### src/rtl/food_gen.sv
// Food placer: draws LFSR candidates, rejects any that land on the snake, commits a free cell.
// Optional macro FOOD_AVOID_BORDER_EN also rejects candidates on the playfield border.
module food_gen #(
  parameter logic [15:0] LFSR_SEED = 16'hACE1,
  parameter logic [7:0]  MAX_TRIES = 8'd255
) (
  input  logic         clk,
  input  logic         rst,
  input  logic [1:0]   game_state,
  input  logic         get_food,
  input  logic [319:0] snake_x_1dim,
  input  logic [319:0] snake_y_1dim,
  input  logic [5:0]   snake_length,
  output logic [4:0]   food_x,
  output logic [4:0]   food_y,
  output logic         busy
);

  localparam logic [1:0] GS_RUNNING = 2'b00;
  localparam logic [1:0] GS_DIE     = 2'b01;
  localparam logic [1:0] GS_INITIAL = 2'b10;
  localparam logic [4:0] FOOD_X0    = 5'd20;
  localparam logic [4:0] FOOD_Y0    = 5'd9;

  typedef enum logic [1:0] {IDLE = 2'd0, DRAW = 2'd1, SCAN = 2'd2} state_t;
  state_t state, state_nxt;

  logic [15:0] lfsr;
  logic        lfsr_fb;
  logic [4:0]  draw_x, draw_y;
  logic [4:0]  cand_x, cand_y;
  logic [4:0]  seg_x, seg_y;
  logic [8:0]  seg_base;
  logic [5:0]  idx;
  logic [7:0]  tries;
  logic        gf_prev;
  logic        seg_hit, last_seg;
  logic        ld_cand, commit_draw, commit_scan, idx_inc, try_inc;

  // Rows 24..31 fold back onto 16..23 so every draw is a legal row.
  function automatic logic [4:0] fold_row(input logic [4:0] raw);
    return (raw < 5'd24) ? raw : raw - 5'd8;
  endfunction

  assign lfsr_fb  = lfsr[15] ^ lfsr[13] ^ lfsr[12] ^ lfsr[10];
  assign draw_x   = lfsr[4:0];
  assign draw_y   = fold_row(lfsr[9:5]);
  assign seg_base = 9'(idx) * 9'd5;
  assign seg_x    = snake_x_1dim[seg_base +: 5];
  assign seg_y    = snake_y_1dim[seg_base +: 5];
  assign seg_hit  = (idx < snake_length) && (seg_x == cand_x) && (seg_y == cand_y);
  assign last_seg = (idx >= (snake_length - 6'd1));
  assign busy     = (state != IDLE);

`ifdef FOOD_AVOID_BORDER_EN
  logic on_border;
  assign on_border = (draw_x == 5'd0) || (draw_x == 5'd31) ||
                     (draw_y == 5'd0) || (draw_y == 5'd23);
`endif

  always_comb begin
    state_nxt   = state;
    ld_cand     = 1'b0;
    commit_draw = 1'b0;
    commit_scan = 1'b0;
    idx_inc     = 1'b0;
    try_inc     = 1'b0;
    if (game_state == GS_INITIAL) begin
      state_nxt = IDLE;
    end else if (game_state != GS_DIE) begin
      case (state)
        IDLE: begin
          if ((game_state == GS_RUNNING) && get_food && !gf_prev)
            state_nxt = DRAW;
        end
        DRAW: begin
          if (tries == MAX_TRIES) begin
            commit_draw = 1'b1;
            state_nxt   = IDLE;
          end
`ifdef FOOD_AVOID_BORDER_EN
          else if (on_border) begin
            try_inc = 1'b1;
          end
`endif
          else begin
            ld_cand   = 1'b1;
            state_nxt = SCAN;
          end
        end
        SCAN: begin
          if (snake_length == 6'd0) begin
            commit_scan = 1'b1;
            state_nxt   = IDLE;
          end else if (seg_hit) begin
            try_inc   = 1'b1;
            state_nxt = DRAW;
          end else if (last_seg) begin
            commit_scan = 1'b1;
            state_nxt   = IDLE;
          end else begin
            idx_inc = 1'b1;
          end
        end
        default: state_nxt = IDLE;
      endcase
    end
  end

  always_ff @(posedge clk) begin
    if (rst) begin
      lfsr    <= LFSR_SEED;
      state   <= IDLE;
      food_x  <= FOOD_X0;
      food_y  <= FOOD_Y0;
      idx     <= 6'd0;
      tries   <= 8'd0;
      gf_prev <= 1'b0;
    end else begin
      lfsr  <= {lfsr[14:0], lfsr_fb};
      state <= state_nxt;
      if (game_state == GS_INITIAL) begin
        food_x  <= FOOD_X0;
        food_y  <= FOOD_Y0;
        idx     <= 6'd0;
        tries   <= 8'd0;
        gf_prev <= 1'b0;
      end else begin
        gf_prev <= get_food;
        if (commit_draw) begin
          food_x <= draw_x;
          food_y <= draw_y;
        end else if (commit_scan) begin
          food_x <= cand_x;
          food_y <= cand_y;
        end
        if (commit_draw || commit_scan)
          tries <= 8'd0;
        else if (try_inc)
          tries <= tries + 8'd1;
        if (ld_cand)
          idx <= 6'd0;
        else if (idx_inc)
          idx <= idx + 6'd1;
      end
    end
  end

  // Candidate register is pure data, only meaningful once DRAW has loaded it.
  always_ff @(posedge clk) begin
    if (ld_cand) begin
      cand_x <= draw_x;
      cand_y <= draw_y;
    end
  end

endmodule
### config.mk
export PLATFORM = sky130hd
export DESIGN_NAME = food_gen
export DESIGN_NICKNAME = d
export VERILOG_FILES = /design/src/rtl/food_gen.sv
export SDC_FILE = /design/constraint.sdc
export NUM_CORES = 1
export LEC_CHECK = 0
export ABC_CLOCK_PERIOD_IN_PS = 3720
export CELL_PAD_IN_SITES_DETAIL_PLACEMENT = 1
export CELL_PAD_IN_SITES_GLOBAL_PLACEMENT = 1
export CORE_AREA = 3 3 258 260
export CTS_CLUSTER_SIZE = 10
export DETAILED_ROUTE_END_ITERATION = 8
export DIE_AREA = 0 0 261 263
export PLACE_DENSITY_LB_ADDON = 0.1
export SLEW_MARGIN = 20
export SYNTH_ARGS = -nofsm -noshare
export SYNTH_HDL_FRONTEND = slang
export SYNTH_SLANG_ARGS = --single-unit
### constraint.sdc
create_clock -name clk -period 3.72 [get_ports clk]
set_input_delay 0.372 -clock clk [delete_from_list [all_inputs] [get_ports clk]]
set_output_delay 0.372 -clock clk [all_outputs]
set_load 0.01 [all_outputs]
==> results.md <==
- The flow ran to the end, but the final reports show violations.
- The checks that failed: setup timing.
- Row generation in the floorplan step produced 93 rows.
- On the critical path, the stage with the largest delay is an instance of mux4_2.
- The tree is rooted in a clkbuf_16.
- The number of DRC violations after detailed routing is 0.
- The path class of the lowest-slack min-delay path is reg -> reg.
- The full die area is 68600 sq um.
- Summed over its instances, the top area cell type makes up around a third of the synthesized netlist area.
- The I/O pin count is 662.
- The height of the chip is 263 um.
- Of the available clock period, the critical path in the final layout requires 102%.
- The leakage power figure is roughly 5.8 nW.
- Yosys attributes the largest share of cell area to mux4_2, mux2i_1, dfxtp_1.
- The post-route cell area is roughly 17000 sq um.
- STA puts the critical path data required time at 3930 ps.
- The endpoint kind of the worst setup timing path is a flop.
- The final worst setup slack is -91.3 ps.
- Entering global routing, the biggest net connects 29 pins.
- TritonCTS created 5 clock buffers.
- Hold repair after CTS inserted 0 buffers.
- For this run, the detailed router's first-pass iteration total came to 4.
- The most used flip-flop cell after synthesis is dfxtp_1.
- The clock passes through at most 2 buffers.
- VDD sags by at most 0.141 mV.
- The number of hold violations in the final report is 0.
- At the end of routability-driven placement, the weighted congestion stood at 0.847.
- For this run the aggregate overflow at the end of global routing stands at 0.
- The clock reaches the later pin of the worst-skew pair after between 200 and 300 ps.
- For this design the ratio of total power to cell area is 127 nW/um^2.
- In this run, placement finished with an instance count of 2312.
- Grouping stages by cell kind, the critical path spends the most delay in simple AND/OR/NAND/NOR gates.
- The detailed router finished its first iteration with 380 violations.
- Of all cell types, the one taking the most synthesized area is mux4_2.
- The clock-pin slew on the worst setup and hold paths is approximately 70 ps.
- The data arrival time of the worst path is 4020 ps.
- For the pin with the worst max-slew slack, the measured transition is 915 ps.
- Counting both buffers and inverters, the worst setup path holds a total of 4.
- Sequential cells were found to cover 14.6% of the synthesized design area.
- The area of the core region is between 60000 and 70000 sq um.
- The initial antenna violation count is 22.
- The area of the mapped netlist is 7940 sq um.
- The post-route minimum period is approximately 3800 ps.
- The global router's overall resource usage is a little under 20%.
- The number of enable-type register cells in the synthesized netlist is 10.
- The setup-violating endpoint count in the final report is 14.
- The signal on the critical path passes through bufbuf_16 > buf_6 > mux4_2 > a211oi_2 > buf_4 > a21oi_1 > or3b_2 > o211a_1 > and4_4 > nand4_1 > buf_6 > or4_4 > a211oi_2.
- When the netlist entered floorplanning its net count stood at 1406.
- In this run the remaining antenna-violating nets after routing total 0.
- The wire length of the first global-routing pass is 95200 um.
- The critical path startpoint category is a flop.
- Compared with the post-synthesis result, the final layout area differs by 118%.
- The fraction of layout instances using a drive strength above 1 is 24.5%.
- The H-tree was split into 2 levels.
- TritonCTS built the clock tree.
- The clock sink total is 53.
- The critical path is of the reg -> reg type.
- Of all nets on the critical path, the largest fanout is 10.
- Detailed placement ended at an HPWL of 61800 um.
- The routed layout has 10100 vias.
- The unique cell type count in the Yosys netlist is 67.
- The relative slew slack is 38.8%.
- The synthesized design contains 53 register bits.
- The count of max-cap constraint violations is 0.
- After detailed routing, the average wire length per cell comes to 30.2 um.
- The max-slew violation count is 0.
- The count of cells in the finished layout, fillers not included, comes to 2358.
- After technology mapping, the gate count stands at 739.
- The largest single stage delay on the critical path is 540 ps.
- The number of global-route vias before repair is 11000.
- The number of warning messages in the yosys log is 0.
- Wires add up to 71200 um.
- Setup repair after global routing could not meet its margin everywhere.
- After synthesis, the share of flip-flops with an asynchronous set or reset is 0%.
- The mean cell area of the mapped netlist is about 11 sq um.
- On the final layout, the worst clock skew is 5.04 ps.
- Before CTS, the worst setup slack after placement is -556 ps.
- In this run the tool buffered the top-level ports with around 660 buffer cells.
- The standard cell area after detailed placement is 16500 sq um.
- The layout net count is 2157.
- The initial cell density of the core is 12.3%.
- The x dimension of the die is about 260 um.
- The detailed-route vias per instance is 4.30.
- The peak clock frequency supported by timing is roughly 0.26 GHz.
final timing paths:
check                           startpoint        to  slack (ps)  cells after the start
worst min-delay path              lfsr[14]  lfsr[15]         410                      1
worst max register to register      idx[0]  tries[7]         -90                     13
worst min register to register    lfsr[14]  lfsr[15]         410                      1
worst max-delay path                idx[0]  tries[7]         -90                     13
through the flow:
step | setup TNS, ps | hold WS [ps] | power (mW) | util, %
2_1_floorplan | 0 | 389 | 0.876 | -
3_3_place_gp | -10490 | 393 | 1.69 | 25.6
3_5_place_dp | -10020 | 399 | 1.70 | 25.6
4_1_cts | -1110 | 416 | 2.21 | 26.4
5_1_grt | -4050 | 429 | 2.31 | 26.9
6_report | -789 | 412 | 2.20 | 26.9
what timing repair did:
item	in CTS	in global routing
pin swaps	15	7
endpoints found under the hold margin	0	0
gates resized for setup	53	37
gates cloned	3	1
endpoints found under the setup margin	22	26
setup buffers	11	11
cell families (layout without fill, tap and decap cells):
group,after synthesis,in the layout,share of synthesized area [%]
adder cells (fa/ha/maj),16,16,2.52
multiplexers,216,216,46.2
buffers and inverters,89,840,6.22
AO/OA/AOI/OAI,188,188,17.5
AND/OR/NAND/NOR,155,156,10.6
other,0,12,0
flip-flops,53,53,14.6
XOR/XNOR,22,22,2.43
per-layer routing:
layer / routed length (um) / track usage [%]
met1: 29000 / 23.9
met2: 37000 / 36.0
met3: 4300 / 4.35
met4: 791 / 3.58
met5: 87 / 0
cells in the final DEF, fill, tap and decap left out, drive strengths merged, types with 13 or more instances in the layout:
master,instances
xnor2,14
nor3,22
a21oi,28
o221ai,13
a22o,13
mux2i,94
buf,152
nand2,25
mux4,120
a211oi,18
o21ai,15
o22ai,26
dfxtp,43
a22oi,19
ha,16
nor2,34
clkdlybuf4s50,661
inv,16
layout make-up:
cell class / count / area, sq um
multi-input combinational: 598 / 6670
sequential: 53 / 1170
antenna: 12 / 30.0
clock buffer: 8 / 146
fill: 7190 / 47100
inverter: 17 / 63.8
tap: 855 / 1070
timing repair buffer: 815 / 8140
registers in the layout (all words and copies together) (netlist names):
signal,count
state,2
lfsr,16
cand_y,5
food_x,5
idx,6
tries,8
cand_x,5
gf_prev,1
food_y,5
power by group:
group / internal (mW) / total [mW] / switching [mW] / leakage (nW)
Combinational: 0.805 / 1.10 / 0.297 / 5.25
Sequential: 0.599 / 0.611 / 0.0119 / 0.445
Clock: 0.270 / 0.484 / 0.214 / 0.0712
synthesized netlist by cell type, types with 5 or more instances:
| library cell | instances |
|---|---|
| nor3_1 | 22 |
| a31oi_1 | 7 |
| xnor2_1 | 14 |
| edfxtp_1 | 10 |
| nand2_1 | 23 |
| a22oi_1 | 19 |
| inv_1 | 16 |
| nand4_1 | 8 |
| ha_1 | 16 |
| a22o_1 | 13 |
| nand3b_1 | 5 |
| nor2_1 | 34 |
| nand2b_1 | 8 |
| mux4_2 | 120 |
| buf_2 | 15 |
| a211oi_1 | 15 |
| a2111oi_0 | 7 |
| xor2_1 | 8 |
| or2_2 | 9 |
| o21ai_0 | 14 |
| or3_1 | 6 |
| a21oi_1 | 28 |
| dfxtp_1 | 43 |
| buf_1 | 10 |
| buf_6 | 5 |
| clkbuf_1 | 31 |
| o22a_1 | 5 |
| o22ai_1 | 25 |
| nand3_1 | 9 |
| nor2b_1 | 12 |
| o221ai_1 | 13 |
| a211o_1 | 5 |
| mux2i_1 | 94 |
| a21o_1 | 6 |
Note: power is estimated with default switching activity, not from simulation.
